### config.mk
export PLATFORM = sky130hd
export DESIGN_NAME = seq_right_shifter
export DESIGN_NICKNAME = d
export VERILOG_FILES = /design/src/rtl/seq_right_shifter.sv
export SDC_FILE = /design/constraint.sdc
export NUM_CORES = 1
export LEC_CHECK = 0
export ABC_AREA = 1
export BUFFER_PORTS_ARGS = -buffer_cell sky130_fd_sc_hd__buf_2
export CORE_ASPECT_RATIO = 1.25
export CORE_MARGIN = 10
export CORE_UTILIZATION = 37
export DETAILED_ROUTE_END_ITERATION = 6
export PLACE_DENSITY = 0.63
export SYNTH_ARGS = -nofsm -noshare
export SYNTH_HDL_FRONTEND = slang
export SYNTH_SLANG_ARGS = --single-unit
### constraint.sdc
create_clock -name clk -period 1.9 [get_ports clk]
set_clock_uncertainty 0.15 [all_clocks]
set_input_delay 0.19 -clock clk [delete_from_list [all_inputs] [get_ports clk]]
set_output_delay 0.19 -clock clk [all_outputs]
set_load 0.01 [all_outputs]
### src/rtl/seq_right_shifter.sv
// Multi-cycle logical/arithmetic right shifter that moves STEP bits per clock under a start/done handshake.
// Optional build macro SHIFT_BYPASS_EN preloads the result for zero and out-of-range shifts.
module seq_right_shifter #(
  parameter int WIDTH = 32,
  parameter int STEP  = 1
) (
  input  logic             clk,
  input  logic             rst_n,
  input  logic             start,
  input  logic [WIDTH-1:0] a,
  input  logic [WIDTH-1:0] b,
  input  logic             arith,
  output logic             busy,
  output logic             done,
  output logic [WIDTH-1:0] ans
);

  localparam int CW = $clog2(WIDTH + 1);

  typedef enum logic [1:0] {
    IDLE  = 2'd0,
    SHIFT = 2'd1,
    DONE  = 2'd2
  } state_t;

  state_t            state;
  logic [WIDTH-1:0]  work;
  logic [CW-1:0]     rem;
  logic              fill;

  logic              outOfRange;
  logic [CW-1:0]     kIn;
  logic              fillIn;
  logic [CW-1:0]     amt;
  logic signed [WIDTH:0] extWork;
  logic [WIDTH:0]    shifted;

  // Any bit above b[4:0] forces a full-width shift, matching the left shifter.
  assign outOfRange = |b[WIDTH-1:5];
  assign kIn        = outOfRange ? CW'(WIDTH) : CW'(b[4:0]);
  assign fillIn     = arith & a[WIDTH-1];

  // The fill bit rides above the working register so a signed shift inserts it at the MSB.
  assign amt     = (rem < CW'(STEP)) ? rem : CW'(STEP);
  assign extWork = {fill, work};
  assign shifted = extWork >>> amt;

  always_ff @(posedge clk or negedge rst_n) begin
    if (!rst_n) begin
      state <= IDLE;
      work  <= '0;
      rem   <= '0;
      fill  <= 1'b0;
      busy  <= 1'b0;
      done  <= 1'b0;
      ans   <= '0;
    end else begin
      case (state)
        IDLE: begin
          done <= 1'b0;
          if (start) begin
            fill  <= fillIn;
            busy  <= 1'b1;
            state <= SHIFT;
`ifdef SHIFT_BYPASS_EN
            // Trivial shifts land the final value now, so SHIFT finishes on its first cycle.
            if (outOfRange || kIn == '0) begin
              work <= outOfRange ? {WIDTH{fillIn}} : a;
              rem  <= '0;
            end else begin
              work <= a;
              rem  <= kIn;
            end
`else
            work <= a;
            rem  <= kIn;
`endif
          end
        end
        SHIFT: begin
          if (rem == '0) begin
            ans   <= work;
            done  <= 1'b1;
            busy  <= 1'b0;
            state <= DONE;
          end else begin
            work <= shifted[WIDTH-1:0];
            rem  <= rem - amt;
          end
        end
        DONE: begin
          done  <= 1'b0;
          state <= IDLE;
        end
        default: begin
          state <= IDLE;
          busy  <= 1'b0;
          done  <= 1'b0;
        end
      endcase
    end
  end

endmodule

==> results.yml, run 1 <==
timing:
  slew_viol_final: 0
  fmax_mhz: 546.3
  worstMarginPinSlew_ps: 472.8
  fin_crit_ps: 1830
  period_share: 0.9634
  relSlewSlack: 0.6844
  finalSetupViolCount: 0
  finalHoldViolCount: 0
routing:
  routed_via_density: 4.720
  wl_per_cell_um: 14.17
  wirelength_um: 9412
  drt.antenna.violating_nets: 0
  dr.pass1.iters: 4
  drt_iter0_drc: 214
  vias: 3134
  drc: 0
cts:
  cts_made_buffers: 9
  cts-root-buf: "clkbuf_16"
  clk-insertion-delay-late_ps: 330
  cts.sinks: 75
  clkTransAtPathRegs_ps: 60
  clock_path_buffers: 2
  cts_tree: "done"
  htree_levels: 3
power:
  power_leakage_nw: 2.424
  p_comb_frac: 0.458
  ir_drop_uv: 662.5
  net-switching-power_mw: 3.232
  internal-power_mw: 4.793
  power_mw: 8.025
  clkPwrFrac: 0.196
  p_sw_frac: 0.4027
  power_frac_seq: 0.346
  powerDensity_nw_per_um2: 1696
critical_path:
  setup.worst_path.end_class: "register"
  critPathArrivalTime_ps: 1940
  worst_setup_path_start_kind: "register"
  path_buf_inv: 3
  required_ps: 2010
  path_delay_family: "simple AND/OR/NAND/NOR gates"
  crit_type: "reg -> reg"
  rr_startpoint: "rem[0]$_DFFE_PN0P_"
  cp_max_fo: 3
  cpPeakStageDelay_ps: 410
  cp_cell_sequence: "nor2_4 -> nand3_4 -> inv_1 -> or2_4 -> ha_4 -> nor2_4 -> buf_4 -> xor2_2 -> o21ai_2 -> inv_2 -> a21oi_2"
  rr_endpoint: "rem[2]$_DFFE_PN0P_"
  setup.worst_path.start: "rem[0]$_DFFE_PN0P_"
  cp_slowest_cell: "dfrtp_1"
  rrSetupSlack_ps: 70
  cpMostUsedCell: "nor2_4"
  rr_worst_depth: 11
yosys:
  yosysWarnings: 0
  seq_area_frac_synth: 0.5427
  synth_xor_area_frac: 0.002533
  synth_top_family_by_area: "simple AND/OR/NAND/NOR gates"
  synth_most_common_cell: "nand2_1"
  synth_largest_area_cell: "dfrtp_1"
  yosys.area_share.simple: 0.2373
  async_flop_share: 1.000
  ys_types: 32
  ys_ff_latch: 75
  synth_flop_cell: "dfrtp_1"
  syn_inst: 404
  synth_compound_area_frac: 0.1241
  syn_area_um2: 3458
  syn_area_per_cell_um2: 8.560
  synthTopCellsByArea: "dfrtp_1, nand2_1, inv_1"
  synthAdderAreaFrac: 0.003618
  synthTopCellsByCount: "nand2_1, dfrtp_1, inv_1"
  synthMuxAreaShare: 0
  syn-num-nets: 473
  synth_edf_count: 0
  synth_top_area_frac: 0.5427
floorplan:
  die_h_um: 128.1
  rows: 39
  design.core.area_um2: 9125
  start_util: 0.3790
  num_io_pins: 102
  dieArea_um2: 13640
  die_x_um: 106.5
hold_path:
  whs_path_depth: 5
  hold_end: "rem[0]$_DFFE_PN0P_"
  worstHoldPathType: "in -> reg"
  hp-start: "b[0]"
global_route:
  track_usage: 0.1400
  grt_pass1_wl_um: 15430
  overflow: 0
  grt_max_degree: 48
  antenna_found_initial: 0
  grt_pass1_vias: 3190
run:
  maxCapViolations: 0
place:
  io_buffers: 101
  place_hpwl_um: 6666
  dp.cells: 620
  gp_congestion: 0.8298
cells_and_area:
  area_growth_syn_to_layout_pct: 36.79
  antenna_cells: 0
  final_cells: 664
  drive_gt1_frac: 0.2847
  layout.nets: 605
run_status:
  status: "completed"
state kept, by name (all words and copies together), names as in the netlist:
| name | flops |
|---|---|
| ans | 32 |
| state | 2 |
| done | 1 |
| fill | 1 |
| work | 32 |
| rem | 6 |
| busy | 1 |
per-stage QoR:
step	setup TNS, ps	util	cell area [um^2]	hold slack, ps	worst slack [ps]
4_1_cts	0	0.5119	4671	17.59	5.519
2_1_floorplan	0	-	3458	-255.6	108.0
5_1_grt	-85.56	0.5184	4731	48.23	-63.05
6_report	0	0.5184	4731	24.43	69.59
3_5_place_dp	-10.86	0.4545	4148	-6.497	-10.86
3_3_place_gp	0	0.4545	4148	-7.491	67.84
worst max path at each step:
stage	end	depth (start not counted)	slack [ps]
finish	rem[2]$_DFFE_PN0P_	11	70
global route	rem[4]$_DFFE_PN0P_	12	-60
CTS	rem[4]$_DFFE_PN0P_	12	6
detailed placement	rem[4]$_DFFE_PN0P_	11	-10
global placement	rem[4]$_DFFE_PN0P_	11	70
floorplan	rem[4]$_DFFE_PN0P_	11	110
routing by layer:
| layer | vias up | GRT usage | share of wire |
|---|---|---|---|
| li1 | 1578 | - | - |
| met2 | 94 | 0.2372 | 0.50 |
| met1 | 1450 | 0.1635 | 0.43 |
| met3 | 12 | 0.03521 | 0.054 |
| met4 | 0 | 0.06145 | 0.017 |
| met5 | - | 0 | 0 |
layout by cell type (no fill, tap or decap):
cell type	instances
o21ai_2	1
clkinv_2	2
nand2_1	120
nor2_8	1
dlygate4sd3_1	22
buf_4	13
o21a_1	1
nor2_2	1
o211ai_1	2
clkbuf_16	9
nand3_1	31
nand3_4	1
a22oi_1	1
inv_2	5
nand3b_1	3
dfrtp_1	75
or2_4	1
inv_1	50
buf_2	100
nand2_2	1
o21ai_0	11
a21oi_2	2
and2_1	1
o21ai_1	27
nor3_1	1
clkbuf_8	1
clkinvlp_4	3
nand2_4	1
xor2_2	1
o221ai_1	20
clkinv_4	1
ha_4	1
and2_0	2
nor2_1	17
buf_12	4
inv_4	1
a21oi_1	3
nor2_4	4
tightest hold or removal path: cells and delay by family:
family                 cells  cell delay (ps)
AND/OR/NAND/NOR            3              160
buffers and inverters      2              130
power groups by stage:
stage	Sequential (mW)	Clock [mW]	Combinational [mW]
after global routing	2.86	1.68	4.16
after global placement	2.77	0	3.40
after floorplan	2.93	0	2.14
after detailed placement	2.81	0	3.47
after CTS	2.78	1.61	3.57
final	2.77	1.57	3.68
layout make-up:
cell class	count	area, um^2
fill	854	4394
sequential	75	1877
multi-input combinational	255	1309
timing repair buffer	139	898.4
clock buffer	10	239.0
inverter	56	212.7
tap	123	153.9
clock inverter	6	41.29
repair_timing:
action | CTS | global route
setup endpoints to repair | 1 | 2
pin swaps | 0 | 1
hold buffers | 22 | 0
buffers inserted | 3 | 3
resized for setup | 0 | 9
hold endpoints to repair | 49 | 0
logic make-up after synthesis:
logic type               Yosys count
buffers and inverters             74
AND/OR/NAND/NOR                  185
XOR/XNOR                           1
AO/OA/AOI/OAI                     68
adder cells (fa/ha/maj)            1
flip-flops                        75
Power figures use the tool's default switching activity.
==> run 2: changes to the inputs <==
- HOLD_SLACK_MARGIN: unset -> 0.06
==> run 2 against run 1 <==
Die area did not move. Global-route usage rose by 0.072 points. Critical path depth did not move. Utilization rose by 1.2 points. Routed wire length rose by 0.53%. Register-to-register slack barely moved. First-iteration DRC count fell by 8.4%. Cell area rose by 2.3%. Via count rose by 1.7%. Critical endpoint unchanged. Largest power group unchanged. Highest routed layer unchanged.
==> results.yml, run 2 (same netlist as run 1, synthesis figures left out) <==
timing:
  slew_viol_final: 0
  fmax_mhz: 545.2
  holdWs_ps: 65.30
  relSlewSlack: 0.6809
  fin_setup_tns_ps: 0
  setup_ws_ps: 65.82
  fin_crit_ps: 1834
  worstMarginPinSlew_ps: 478.1
  finalHoldViolCount: 0
  finalSetupViolCount: 0
  period_share: 0.9654
routing:
  vias: 3186
  drt.antenna.violating_nets: 0
  drt_iter0_drc: 196
  drc: 0
  wl_per_cell_um: 14.02
  routed_via_density: 4.720
  wirelength_um: 9462
  dr.pass1.iters: 4
critical_path:
  required_ps: 2010
  cpMostUsedCell: "nor2_4"
  worst_setup_path_start_kind: "register"
  rr_startpoint: "rem[0]$_DFFE_PN0P_"
  crit_type: "reg -> reg"
  cp_max_fo: 3
  rrSetupSlack_ps: 70
  path_buf_inv: 3
  setup.worst_path.end_class: "register"
  rr_worst_depth: 11
  critPathArrivalTime_ps: 1950
  rr_endpoint: "rem[2]$_DFFE_PN0P_"
  cpPeakStageDelay_ps: 410
  cp_cell_sequence: "nor2_4 -> nand3_4 -> inv_1 -> or2_4 -> ha_4 -> nor2_4 -> buf_4 -> xor2_2 -> o21ai_2 -> inv_2 -> a21oi_2"
  cp_slowest_cell: "dfrtp_1"
  path_delay_family: "simple AND/OR/NAND/NOR gates"
cells_and_area:
  drive_gt1_frac: 0.2790
  design_area_um2: 4841
  area_growth_syn_to_layout_pct: 39.98
  final_common_cell: "nand2_1"
  layout.nets: 616
  antenna_cells: 0
  final_cell_mix: "nand2_1, buf_2, dfrtp_1"
  top_regs: "ans x32, work x32, rem x6"
global_route:
  grt-busiest-layer: "met2"
  grt_max_degree: 48
  track_usage: 0.1407
  antenna_found_initial: 0
  overflow: 0
  grt_pass1_vias: 3260
  grt_use_met3: 0.03119
  met2_usage: 0.2383
  use_met1: 0.1638
  grt_pass1_wl_um: 15560
cts:
  htree_levels: 3
  cts.sinks: 75
  cts_tree: "done"
  cts-root-buf: "clkbuf_16"
  clkTransAtPathRegs_ps: 60
  clock_path_buffers: 2
  cts_made_buffers: 9
  clk-insertion-delay-late_ps: 330
place:
  dpl_cell_area_um2: 4148
  place_hpwl_um: 6666
  gp_congestion: 0.8298
  dp_slack_ps: -10.86
  io_buffers: 101
power:
  p_sw_frac: 0.4024
  powerDensity_nw_per_um2: 1662
  p_comb_frac: 0.460
  power_frac_seq: 0.345
  ir_drop_uv: 664.8
  internal-power_mw: 4.808
  power_leakage_nw: 2.470
  net-switching-power_mw: 3.237
  clkPwrFrac: 0.194
floorplan:
  dieArea_um2: 13640
  num_io_pins: 102
  die_h_um: 128.1
  design.core.area_um2: 9125
  die_x_um: 106.5
  rows: 39
  start_util: 0.3790
hold_path:
  hp-start: "a[6]"
  hold_end: "work[6]$_DFFE_PN0P_"
  whs_path_depth: 5
  worstHoldPathType: "in -> reg"
run_status:
  status: "completed"
run:
  maxCapViolations: 0
==> run 2: power by group through the flow <==
| stage | logic, mW | clock network (mW) | registers [mW] |
|---|---|---|---|
| 4_1_cts | 3.59 | 1.61 | 2.78 |
| 5_1_grt | 4.18 | 1.67 | 2.86 |
| 2_1_floorplan | 2.14 | 0 | 2.93 |
| 3_3_place_gp | 3.40 | 0 | 2.77 |
| 3_5_place_dp | 3.47 | 0 | 2.81 |
| 6_report | 3.70 | 1.56 | 2.78 |
==> run 2: timing repair <==
action                                 CTS  global route
hold buffers                            33             0
setup endpoints to repair                1             2
gates resized for setup                  0             9
endpoints found under the hold margin  107             0
setup buffers                            3             3
pin swaps                                0             1
==> run 2: area by class of cell <==
| class | instances | area, um^2 |
|---|---|---|
| repair buffers | 150 | 1008 |
| clock buffers | 10 | 239.0 |
| clock inverters | 6 | 41.29 |
| fillers | 842 | 4284 |
| multi-input cells | 255 | 1309 |
| well taps | 123 | 153.9 |
| flip-flops and latches | 75 | 1877 |
| inverters | 56 | 212.7 |
==> run 2: worst max-delay path by stage <==
| stage | startpoint | endpoint | slack, ps | cells past startpoint |
|---|---|---|---|---|
| after floorplan | rem[1]$_DFFE_PN0P_ | rem[4]$_DFFE_PN0P_ | 110 | 11 |
| after global placement | rem[0]$_DFFE_PN0P_ | rem[4]$_DFFE_PN0P_ | 70 | 11 |
| after detailed placement | rem[2]$_DFFE_PN0P_ | rem[4]$_DFFE_PN0P_ | -10 | 11 |
| after CTS | rem[4]$_DFFE_PN0P_ | rem[4]$_DFFE_PN0P_ | 6 | 12 |
| after global routing | rem[0]$_DFFE_PN0P_ | rem[4]$_DFFE_PN0P_ | -60 | 12 |
| final | rem[0]$_DFFE_PN0P_ | rem[2]$_DFFE_PN0P_ | 70 | 11 |
==> run 2: metrics by stage <==
stage | util | cells | total power [mW]
global route | 0.5305 | 675 | 8.717
global placement | 0.4545 | 620 | 6.169
CTS | 0.5239 | 672 | 7.975
floorplan | - | 404 | 5.073
detailed placement | 0.4545 | 620 | 6.274
finish | 0.5305 | 675 | 8.044
==> run 2: layer usage <==
layer  up-vias  share of wire
met5         -              0
met4         0          0.023
met3        17          0.059
met2       107           0.50
met1      1464           0.42
li1       1598              -
==> run 2: worst reg2reg max path, cell delays in order (launching register included) <==
cell     delay, ps
dfrtp_1        410
nor2_4         180
nand3_4         90
inv_1           90
or2_4          130
ha_4           130
nor2_4          40
buf_4          130
xor2_2         140
o21ai_2        130
inv_2           50
a21oi_2        120
==> run 3: changes to the inputs <==
- REMOVE_ABC_BUFFERS: unset -> 1
==> run 3 against run 2 <==
Sequential share of layout area about the same. Sequential power barely moved. Global-route usage increased by 0.33 points. Non-clock buffer count is 1 lower. Setup slack improved by 73 ps. Final cell count is 0.15% lower. Critical endpoint is now work[29]$_DFFE_PN0P_. Register-to-register slack improved by 70 ps. Clock power increased by 5%. Routed wire length up 0.55%. Sequential cell count is the same. Largest cell class unchanged. Via count about the same. Total power down 0.90%.
==> results.yml, run 3 (same netlist as run 1, synthesis figures left out) <==
cts:
  clk-insertion-delay-late_ps: 330
  cts-root-buf: "clkbuf_16"
  cts_tree: "done"
  htree_levels: 3
  cts_made_buffers: 9
  cts.sinks: 75
  clock_path_buffers: 2
  clkTransAtPathRegs_ps: 50
cells_and_area:
  final_cell_mix: "nand2_1, buf_2, dfrtp_1"
  top_regs: "ans x32, work x32, rem x6"
  area_growth_syn_to_layout_pct: 39.91
  drive_gt1_frac: 0.2686
  layout.nets: 615
  antenna_cells: 0
  final_common_cell: "nand2_1"
  final_cells: 674
routing:
  wirelength_um: 9514
  drt.antenna.violating_nets: 0
  drt_iter0_drc: 187
  vias: 3187
  dr.pass1.iters: 4
  routed_via_density: 4.728
  wl_per_cell_um: 14.12
  drc: 0
global_route:
  antenna_found_initial: 0
  grt_pass1_vias: 3509
  overflow: 0
  grt_use_met3: 0.05282
  grt_pass1_wl_um: 16120
  met2_usage: 0.2405
  grt-busiest-layer: "met2"
  use_met1: 0.1604
  track_usage: 0.1440
  grt_max_degree: 51
power:
  ir_drop_uv: 723.9
  power_leakage_nw: 2.473
  power_mw: 7.972
  powerDensity_nw_per_um2: 1648
floorplan:
  design.core.area_um2: 9125
  start_util: 0.3790
  num_io_pins: 102
  die_x_um: 106.5
  dieArea_um2: 13640
  die_h_um: 128.1
  rows: 39
timing:
  finalSetupViolCount: 0
  fmax_mhz: 567.6
  slew_viol_final: 0
  setup_ws_ps: 138.3
  relSlewSlack: 0.6579
  fin_crit_ps: 1762
  period_share: 0.9272
  worstMarginPinSlew_ps: 513.2
  rsz0062_at_grt: "true"
  finalHoldViolCount: 0
critical_path:
  rr_endpoint: "work[29]$_DFFE_PN0P_"
  cp_cell_sequence: "nor2_2 -> nand3_4 -> buf_4 -> nand2_8 -> nand2_2 -> buf_12 -> nand3_1 -> o221ai_1"
  rrSetupSlack_ps: 140
  worst_setup_path_start_kind: "register"
  crit_end: "work[29]$_DFFE_PN0P_"
  rr_worst_depth: 8
  critPathArrivalTime_ps: 1810
  setup.worst_path.end_class: "register"
  required_ps: 1950
  cp_max_fo: 50
  rr_startpoint: "rem[4]$_DFFE_PN0P_"
  cp_slowest_cell: "dfrtp_1"
  cpPeakStageDelay_ps: 400
  setup.worst_path.start: "rem[4]$_DFFE_PN0P_"
  crit_type: "reg -> reg"
hold_path:
  whs_path_depth: 5
  worstHoldPathType: "in -> reg"
  hp-start: "a[20]"
place:
  dp_slack_ps: 14.85
  gp_congestion: 0.8139
  io_buffers: 101
  place_hpwl_um: 6762
  dp.cells: 622
run_status:
  status: "completed"
run:
  maxCapViolations: 0
## run 3: cell count changes in the layout (fill, tap and decap cells not counted), sizes merged
| cell | previous run | this run |
|---|---|---|
| clkbuf | 10 | 15 |
| buf | 117 | 114 |
| clkinvlp | 3 | 0 |
| clkinv | 3 | 1 |
| dlygate4sd3 | 33 | 35 |
## run 3: what timing repair did
item	CTS	global route
resized for setup	0	9
setup buffers	1	0
pin swaps	0	3
endpoints found under the setup margin	1	13
hold buffers	35	0
endpoints found under the hold margin	70	0
## run 3: through the flow
step                        util  TNS (ps)  instance area (um^2)  hold slack, ps
after floorplan                -    -346.2                  3361          -255.6
after global placement    0.4548         0                  4150           44.15
after detailed placement  0.4548         0                  4150           51.06
after CTS                 0.5261         0                  4801           61.67
after global routing      0.5302    -2.926                  4838           98.66
final                     0.5302         0                  4838           72.50
## run 3: where the power goes
group          switching [mW]  internal (mW)  total [mW]
registers               0.393           2.39        2.78
logic                    2.16           1.40        3.55
clock network           0.611           1.03        1.64
total                    3.16           4.81        7.97
## run 3: cell type report
cell class                 count  area [um^2]
fill                         852         4287
sequential                    75         1877
multi-input combinational    255         1309
timing repair buffer         149        993.5
clock buffer                  15        287.8
inverter                      56        212.7
tap                          123        153.9
clock inverter                 1        5.005
## run 3: critical path: cells and delay by family (launching register included)
family	cells	cell delay [ps]
AOI/OAI and AO/OA	1	110
buffers and inverters	2	350
DFF	1	400
and+or+nand+nor	5	600
## run 3: per-layer routing
layer	routed length (um)	vias to the layer above
met3	827	12
met2	4515	108
met5	0	-
met1	4025	1473
li1	-	1594
met4	146	0
## run 3: how the worst min path moves through the flow
stage	to	slack, ps
floorplan	ans[0]$_DFFE_PN0P_	-260
global placement	ans[29]$_DFFE_PN0P_	40
detailed placement	ans[30]$_DFFE_PN0P_	50
global route	work[20]$_DFFE_PN0P_	100
finish	work[20]$_DFFE_PN0P_	70
CTS	work[20]$_DFFE_PN0P_	60
